===== config.mk =====
export PLATFORM = sky130hd
export DESIGN_NAME = buffer_uart_tx
export DESIGN_NICKNAME = d
export VERILOG_FILES = /design/src/rtl/buffer_uart_tx_pkg.sv /design/src/rtl/buffer_uart_tx_baud_counter.sv /design/src/rtl/buffer_uart_tx.sv
export SDC_FILE = /design/constraint.sdc
export NUM_CORES = 1
export LEC_CHECK = 0
export CAP_MARGIN = 20
export CORE_ASPECT_RATIO = 0.6
export CORE_MARGIN = 10
export CORE_UTILIZATION = 45
export DETAILED_ROUTE_END_ITERATION = 6
export DONT_BUFFER_PORTS = 1
export PLACE_DENSITY = 0.72
export SLEW_MARGIN = 20
export SYNTH_ARGS = -nofsm -noshare
export SYNTH_HDL_FRONTEND = slang
export SYNTH_SLANG_ARGS = --single-unit

===== constraint.sdc =====
create_clock -name clk -period 1.65 [get_ports clk]
set_input_delay 0.33 -clock clk [delete_from_list [all_inputs] [get_ports clk]]
set_output_delay 0.33 -clock clk [all_outputs]
set_load 0.01 [all_outputs]

===== src/rtl/buffer_uart_tx_pkg.sv =====
// Shared definitions for the buffered UART transmitter: FSM encoding and frame constants.
package buffer_uart_tx_pkg;

  typedef enum logic [1:0] {
    IDLE  = 2'd0,
    START = 2'd1,
    DATA  = 2'd2,
    STOP  = 2'd3
  } tx_state_e;

  localparam int unsigned DATA_BITS  = 8;
  localparam int unsigned STOP_BITS  = 1;
  localparam logic        IDLE_LEVEL = 1'b1;

endpackage


===== src/rtl/buffer_uart_tx_baud_counter.sv =====
// Bit-period timer: counts 0..CLKS_PER_BIT-1 and flags the terminal count.
module uart_baud_counter #(
  parameter int unsigned CLKS_PER_BIT = 868
) (
  input  logic clk,
  input  logic reset,
  input  logic clear,
  output logic tick
);

  localparam int unsigned CW = (CLKS_PER_BIT > 1) ? $clog2(CLKS_PER_BIT) : 1;
  localparam logic [CW-1:0] LAST = CW'(CLKS_PER_BIT - 1);

  logic [CW-1:0] count;

  always_comb tick = (count == LAST);

  always_ff @(posedge clk or posedge reset) begin
    if (reset) begin
      count <= '0;
    end else if (clear || tick) begin
      count <= '0;
    end else begin
      count <= count + 1'b1;
    end
  end

endmodule


===== src/rtl/buffer_uart_tx.sv =====
// 8N1 UART transmitter that pops bytes from an external buffer, one pop per frame.
module buffer_uart_tx
  import buffer_uart_tx_pkg::*;
#(
  parameter int unsigned CLKS_PER_BIT     = 868,
  parameter int unsigned BUFFER_ADDR_SIZE = 2
) (
  input  logic                        clk,
  input  logic                        reset,
  input  logic                        tx_enable,
  input  logic [BUFFER_ADDR_SIZE-1:0] buffer_size_avai,
  input  logic [7:0]                  buffer_data,
  output logic                        buffer_read_en,
  output logic                        tx,
  output logic                        busy
);

  tx_state_e  state;
  logic [7:0] shift_reg;
  logic [2:0] bit_idx;
  logic       baud_tick;

  // Gated by reset so no pop can be issued while the block is held in reset.
  always_comb begin
    buffer_read_en = !reset && (state == IDLE) && tx_enable && (buffer_size_avai != '0);
  end

  uart_baud_counter #(
    .CLKS_PER_BIT(CLKS_PER_BIT)
  ) u_baud (
    .clk   (clk),
    .reset (reset),
    .clear (buffer_read_en),
    .tick  (baud_tick)
  );

  always_ff @(posedge clk or posedge reset) begin
    if (reset) begin
      state     <= IDLE;
      tx        <= IDLE_LEVEL;
      busy      <= 1'b0;
      shift_reg <= '0;
      bit_idx   <= '0;
    end else begin
      case (state)
        IDLE: begin
          if (buffer_read_en) begin
            shift_reg <= buffer_data;
            state     <= START;
            tx        <= ~IDLE_LEVEL;
            busy      <= 1'b1;
          end
        end
        START: begin
          if (baud_tick) begin
            state <= DATA;
            tx    <= shift_reg[0];
          end
        end
        DATA: begin
          if (baud_tick) begin
            bit_idx <= bit_idx + 3'd1;
            if (bit_idx == 3'(DATA_BITS - 1)) begin
              state <= STOP;
              tx    <= IDLE_LEVEL;
            end else begin
              // Next bit is driven from the pre-shift value to keep tx registered.
              shift_reg <= {1'b0, shift_reg[7:1]};
              tx        <= shift_reg[1];
            end
          end
        end
        STOP: begin
          if (baud_tick) begin
            state <= IDLE;
            busy  <= 1'b0;
          end
        end
      endcase
    end
  end

endmodule


==> flow_summary.ini, run 1 <==
[synthesis]
post_synth_num_cell_types = 31
cell_count_after_synthesis = 116
netlist_area_um2 = 1340
syn_area_per_cell_um2 = 11.5
synth-simple-area-share_pct = 15.3
synth_seq_area_share_pct = 46.9
synthXorXnorAreaFrac_pct = 5.89
synthTopCellsByArea = sky130_fd_sc_hd__dfrtp_1 (45%), sky130_fd_sc_hd__mux2_2 (15%), sky130_fd_sc_hd__ha_1 (7.5%)
post_synth_mux_area_share_pct = 15.2
yosys.area_share.adder_pct = 7.48
synthesis.nets = 137
synth-compound-area-share_pct = 7.02
combinational_family_with_the_most_area_after_synthesis = simple AND/OR/NAND/NOR gates
synth.largest_area_cell = sky130_fd_sc_hd__dfrtp_1
ys_ff_latch = 25
synthesis.yosys.warnings = 0
synth_top_area_share_pct = 44.9

[critical_path]
critPathCaptureType = register
path_class = register to register
r2r_cells = 5
cp.arrival_ns = 1.96
critical_path.startpoint_type = register
critPathRequiredTime_ns = 1.81
critical_path_peak_fanout = 3

[clock_tree]
cts-htree-levels = 1
clk_transition_reported_paths_ns = 0.09
clock_sink_count = 25
numCtsBuffers = 3
clock_tree.buffer_depth = 2
tritoncts = yes
ctsRootBufferMaster = sky130_fd_sc_hd__clkbuf_8
clkLatencyLatePin_ns = 0.27

[placement]
placedInstanceArea_um2 = 1650
place_congestion = 0.863
detailedPlacementHpwl_mm = 2.32
place.detailed.instances = 181
port-buffer-count = 0

[sta]
clock_skew_ns = 0.00633
achievable-frequency_mhz = 556
setup_repair_after_global_routing_missed_its_margin = true
hold_slack_ns = 0.00761
worst_pin_slew_ns = 0.330
fin_ws_ns = -0.149
final.period_utilization_pct = 109
hold_viol = 0
setup_viol_count_final = 11
period_minus_slack_ns = 1.80
slew_violations = 0
timing.max_slew.rel_slack_pct = 78.0

[grt]
grt_antenna_before_repair = 0
grt_max_degree = 26
grt-ovfl-total = 0
grt_pass1_vias = 1046
grtUsageTotal_pct = 11.5
wire_length_of_the_first_global_routing_pass_mm = 5.37

[final_layout]
antenna-diode-count = 0
filler_cell_count = 210
final_net_count = 176
drive_above_1_share_pct = 54.5
synthToLayoutAreaGrowth_pct = 41.2
largest_reg_flops = 10
finish.cell_count_without_fillers = 196
final_common_cell = sky130_fd_sc_hd__buf_4
layout_common_cells = sky130_fd_sc_hd__buf_4 (32), sky130_fd_sc_hd__dfrtp_1 (22), sky130_fd_sc_hd__nor2_1 (12), sky130_fd_sc_hd__mux2_2 (9), sky130_fd_sc_hd__mux2_4 (9)
layout.cell_area.non_filler_um2 = 1890

[route]
firstDrtPassIters = 4
routed_via_density = 5.16
detail_route.drc_violations = 0
routed-via-count = 1011
drtAntennaViolNets = 0
first_iter_violations = 28
drt-wirelength-per-cell_um = 16.9
drt_wl_total_mm = 3.30

[run]
max_cap_viol_count = 0

[die]
die_x_um = 90.4
boundaryPins = 16
core_area_um2 = 2850
num_rows = 15
floorplan.die_area_um2 = 5620
die_y_um = 62.2
initial_util_pct = 46.9

[power]
worst_ir_drop_vdd_mv = 0.260
power_mw = 1.04
p_per_area_nw_per_um2 = 552
static-leakage-power_nw = 0.830

[outcome]
status = finished, violations left
failing_checks = negative setup slack

[worst_hold_path]
worst_hold_path_type = input port to async pin
## layer usage
| metal | vias to the layer above | GRT usage, % | part of all wire, % |
|---|---|---|---|
| met1 | 507 | 14.5 | 45 |
| li1 | 482 | - | - |
| met2 | 20 | 18.8 | 49 |
| met4 | 0 | 3.36 | 0.88 |
| met3 | 2 | 3.36 | 4.4 |
| met5 | - | 0 | 0 |
## cell type report
type,count,area [um2],share of cell area (%)
clock buffer,3,41.3,2.19
clock inverter,1,5.00,0.265
inverter,7,32.5,1.72
multi-input combinational,83,845,44.7
sequential,25,629,33.3
tap,42,52.6,2.78
timing repair buffer,35,283,15.0
## worst max-delay path, stage by stage, from the launching register on
cell                       delay (ns)
sky130_fd_sc_hd__dfrtp_2         0.45
sky130_fd_sc_hd__buf_6           0.13
sky130_fd_sc_hd__ha_4            0.15
sky130_fd_sc_hd__or3_4           0.39
sky130_fd_sc_hd__a211oi_4        0.24
sky130_fd_sc_hd__mux2_4          0.32
## report_power, final
part | switching [mW] | total [mW] | internal, mW | leakage (nW)
logic | 0.0212 | 0.0433 | 0.0221 | 0.499
registers | 0.00651 | 0.629 | 0.622 | 0.305
clock network | 0.202 | 0.371 | 0.169 | 0.0255
total | 0.229 | 1.04 | 0.813 | 0.830
## synthesized netlist by cell type (all sizes together)
cell type	count
o2111ai	1
nor2b	2
nor2	12
or3	1
o21ai	3
and3	2
a21oi	2
o31a	1
o32ai	1
xor2	5
a211oi	2
xnor2	4
buf	1
and2	1
a2bb2oi	1
nor3	1
nand2b	1
ha	8
nand2	3
nor4b	1
dfrtp	24
dfstp	1
inv	7
mux2	18
and3b	1
nand3	5
nand4	5
a21boi	1
or2	1
## cells by family after synthesis
| kind of cell | Yosys count |
|---|---|
| flops | 25 |
| fa+ha+maj | 8 |
| simple gates | 36 |
| mux | 18 |
| buf+inv | 8 |
| xor+xnor | 9 |
| compound gates | 12 |
## through the flow
| stage | worst slack [ns] | utilization (%) | setup TNS (ns) |
|---|---|---|---|
| after CTS | -0.137 | 64.1 | -1.25 |
| after detailed placement | -0.239 | 57.9 | -1.66 |
| after global placement | -0.162 | 57.9 | -1.08 |
| after global routing | -0.210 | 66.2 | -2.08 |
| final | -0.149 | 66.2 | -1.40 |
| after floorplan | -0.0586 | - | -0.463 |
## repair_timing
item | CTS | global route
gates resized for setup | 18 | 8
buffers inserted | 7 | 4
cloned | 0 | 0
setup endpoints to repair | 11 | 22
hold buffers | 0 | 0
pin swaps | 4 | 4
## worst paths after layout
path | startpoint | to | slack, ns
max in group asynchronous | reset | tx | 1.35
min reg2reg | shift_reg[4] | shift_reg[4] | 0.53
max reg2reg | state[1] | state[1] | -0.15
min in group clk | buffer_data[7] | shift_reg[7] | 0.22
max | state[1] | state[1] | -0.15
min | reset | busy | 0.008
(Power assumes the default switching activity.)
==> run 2: changes to the inputs <==
- SETUP_SLACK_MARGIN: default -> 0.02
==> flow_summary.ini, run 2 (synthesis gave the netlist of run 1 again) <==
[critical_path]
critPathRequiredTime_ns = 1.81
crit_path_cell_trace = buf_6, ha_4, or3_4, a211oi_4, mux2_4
critical_path_peak_fanout = 3
critPathCaptureType = register
critPathLaunch = state[1]
r2r_slack_ns = -0.15
slowest_delay_ns = 0.45
critical_path.endpoint = state[1]
cpMaxStageDelayCell = sky130_fd_sc_hd__dfrtp_2
reg2reg_from = state[1]
r2r_cells = 5
path_class = register to register
critical_path.startpoint_type = register
r2r-end = state[1]
cp.arrival_ns = 1.96

[sta]
setup_viol_count_final = 11
timing.max_slew.rel_slack_pct = 78.0
totalNegativeSetupSlack_ns = -1.40
worst_pin_slew_ns = 0.330
period_minus_slack_ns = 1.80
achievable-frequency_mhz = 556
slew_violations = 0
final.period_utilization_pct = 109
hold_viol = 0
clock_skew_ns = 0.00633
setup_repair_after_global_routing_missed_its_margin = true
hold_slack_ns = 0.00761
fin_ws_ns = -0.149

[final_layout]
finish.cell_count_without_fillers = 196
filler_cell_count = 210
layout_common_cells = sky130_fd_sc_hd__buf_4 (32), sky130_fd_sc_hd__dfrtp_1 (22), sky130_fd_sc_hd__nor2_1 (12), sky130_fd_sc_hd__mux2_2 (9), sky130_fd_sc_hd__mux2_4 (9)
drive_above_1_share_pct = 54.5
largest_reg_flops = 10
final_net_count = 176
layout.core_utilization_pct = 66.2
antenna-diode-count = 0
synthToLayoutAreaGrowth_pct = 41.2
final_common_cell = sky130_fd_sc_hd__buf_4

[die]
floorplan.die_area_um2 = 5620
num_rows = 15
die_y_um = 62.2
die_x_um = 90.4
core_area_um2 = 2850
initial_util_pct = 46.9
boundaryPins = 16

[outcome]
failing_checks = negative setup slack
status = finished, violations left

[route]
firstDrtPassIters = 4
routed_via_density = 5.16
drt-wirelength-per-cell_um = 16.9
drtAntennaViolNets = 0
drt_wl_total_mm = 3.30
routed-via-count = 1011
first_iter_violations = 28
detail_route.drc_violations = 0

[grt]
grt-ovfl-total = 0
wire_length_of_the_first_global_routing_pass_mm = 5.37
global_routing_met2_resource_utilization_pct = 18.8
grt_pass1_vias = 1046
global_route.usage.met3_pct = 3.36
gr-max-usage-layer = met2
grt_antenna_before_repair = 0
grtUsageTotal_pct = 11.5
met1_demand_to_capacity_share_in_global_routing_pct = 14.5
grt_max_degree = 26

[worst_hold_path]
worst_hold_path_type = input port to async pin

[power]
worst_ir_drop_vdd_mv = 0.260
static-leakage-power_nw = 0.830
p_per_area_nw_per_um2 = 552

[placement]
detailedPlacementHpwl_mm = 2.32
place.detailed.instances = 181
port-buffer-count = 0
place_congestion = 0.863
place_ws_ns = -0.239

[clock_tree]
clkLatencyLatePin_ns = 0.27
post_cts_hold_buffer_count = 0
cts-htree-levels = 1
clk_transition_reported_paths_ns = 0.09
tritoncts = yes
clock_tree.buffer_depth = 2
clock_sink_count = 25
numCtsBuffers = 3
ctsRootBufferMaster = sky130_fd_sc_hd__clkbuf_8

[run]
max_cap_viol_count = 0
run 2: cell counts in the layout (fill, tap and decap cells not counted):
Identical to the previous run, type by type.
run 2: critical path: cells and delay by family, from the launching register on:
kind,cells,cell delay (ns)
buf+inv,1,0.13
simple gates,1,0.39
flops,1,0.45
fa+ha+maj,1,0.15
compound gates,1,0.24
mux,1,0.32
run 2: final cells by class:
type / count / area (um2) / share of cell area, %
Multi-Input combinational cell: 83 / 845 / 44.7
Sequential cell: 25 / 629 / 33.3
Timing Repair Buffer: 35 / 283 / 15.0
Tap cell: 42 / 52.6 / 2.78
Clock buffer: 3 / 41.3 / 2.19
Inverter: 7 / 32.5 / 1.72
Clock inverter: 1 / 5.00 / 0.265
run 2: worst min-delay path by stage:
stage               start    endpoint  slack, ns  cells past startpoint
floorplan           reset  bit_idx[0]       0.22                      1
global placement    reset        busy       0.30                      2
detailed placement  reset        busy       0.31                      2
CTS                 reset        busy       0.02                      2
global route        reset        busy       0.04                      2
finish              reset        busy      0.008                      2
run 2: power breakdown:
group	switching, mW	leakage (nW)	internal, mW
Combinational	0.0212	0.499	0.0221
Clock	0.202	0.0255	0.169
Sequential	0.00651	0.305	0.622
run 2: per-stage QoR:
step	total power, mW	area (um2)
final	1.04	1890
after detailed placement	0.682	1650
after CTS	1.05	1830
after global routing	1.08	1890
after floorplan	0.671	1410
after global placement	0.680	1650
run 2: what timing repair did:
action | 4_1_cts | 5_1_grt
resized for setup | 18 | 8
setup buffers | 7 | 4
endpoints found under the hold margin | 0 | 0
endpoints found under the setup margin | 12 | 22
pin swaps | 4 | 4
run 2: per-layer routing:
metal / up-vias / part of all wire (%) / wire length, um
met5: - / 0 / 0
met4: 0 / 0.88 / 29
met3: 2 / 4.4 / 144
met2: 20 / 49 / 1630
met1: 507 / 45 / 1500
li1: 482 / - / -
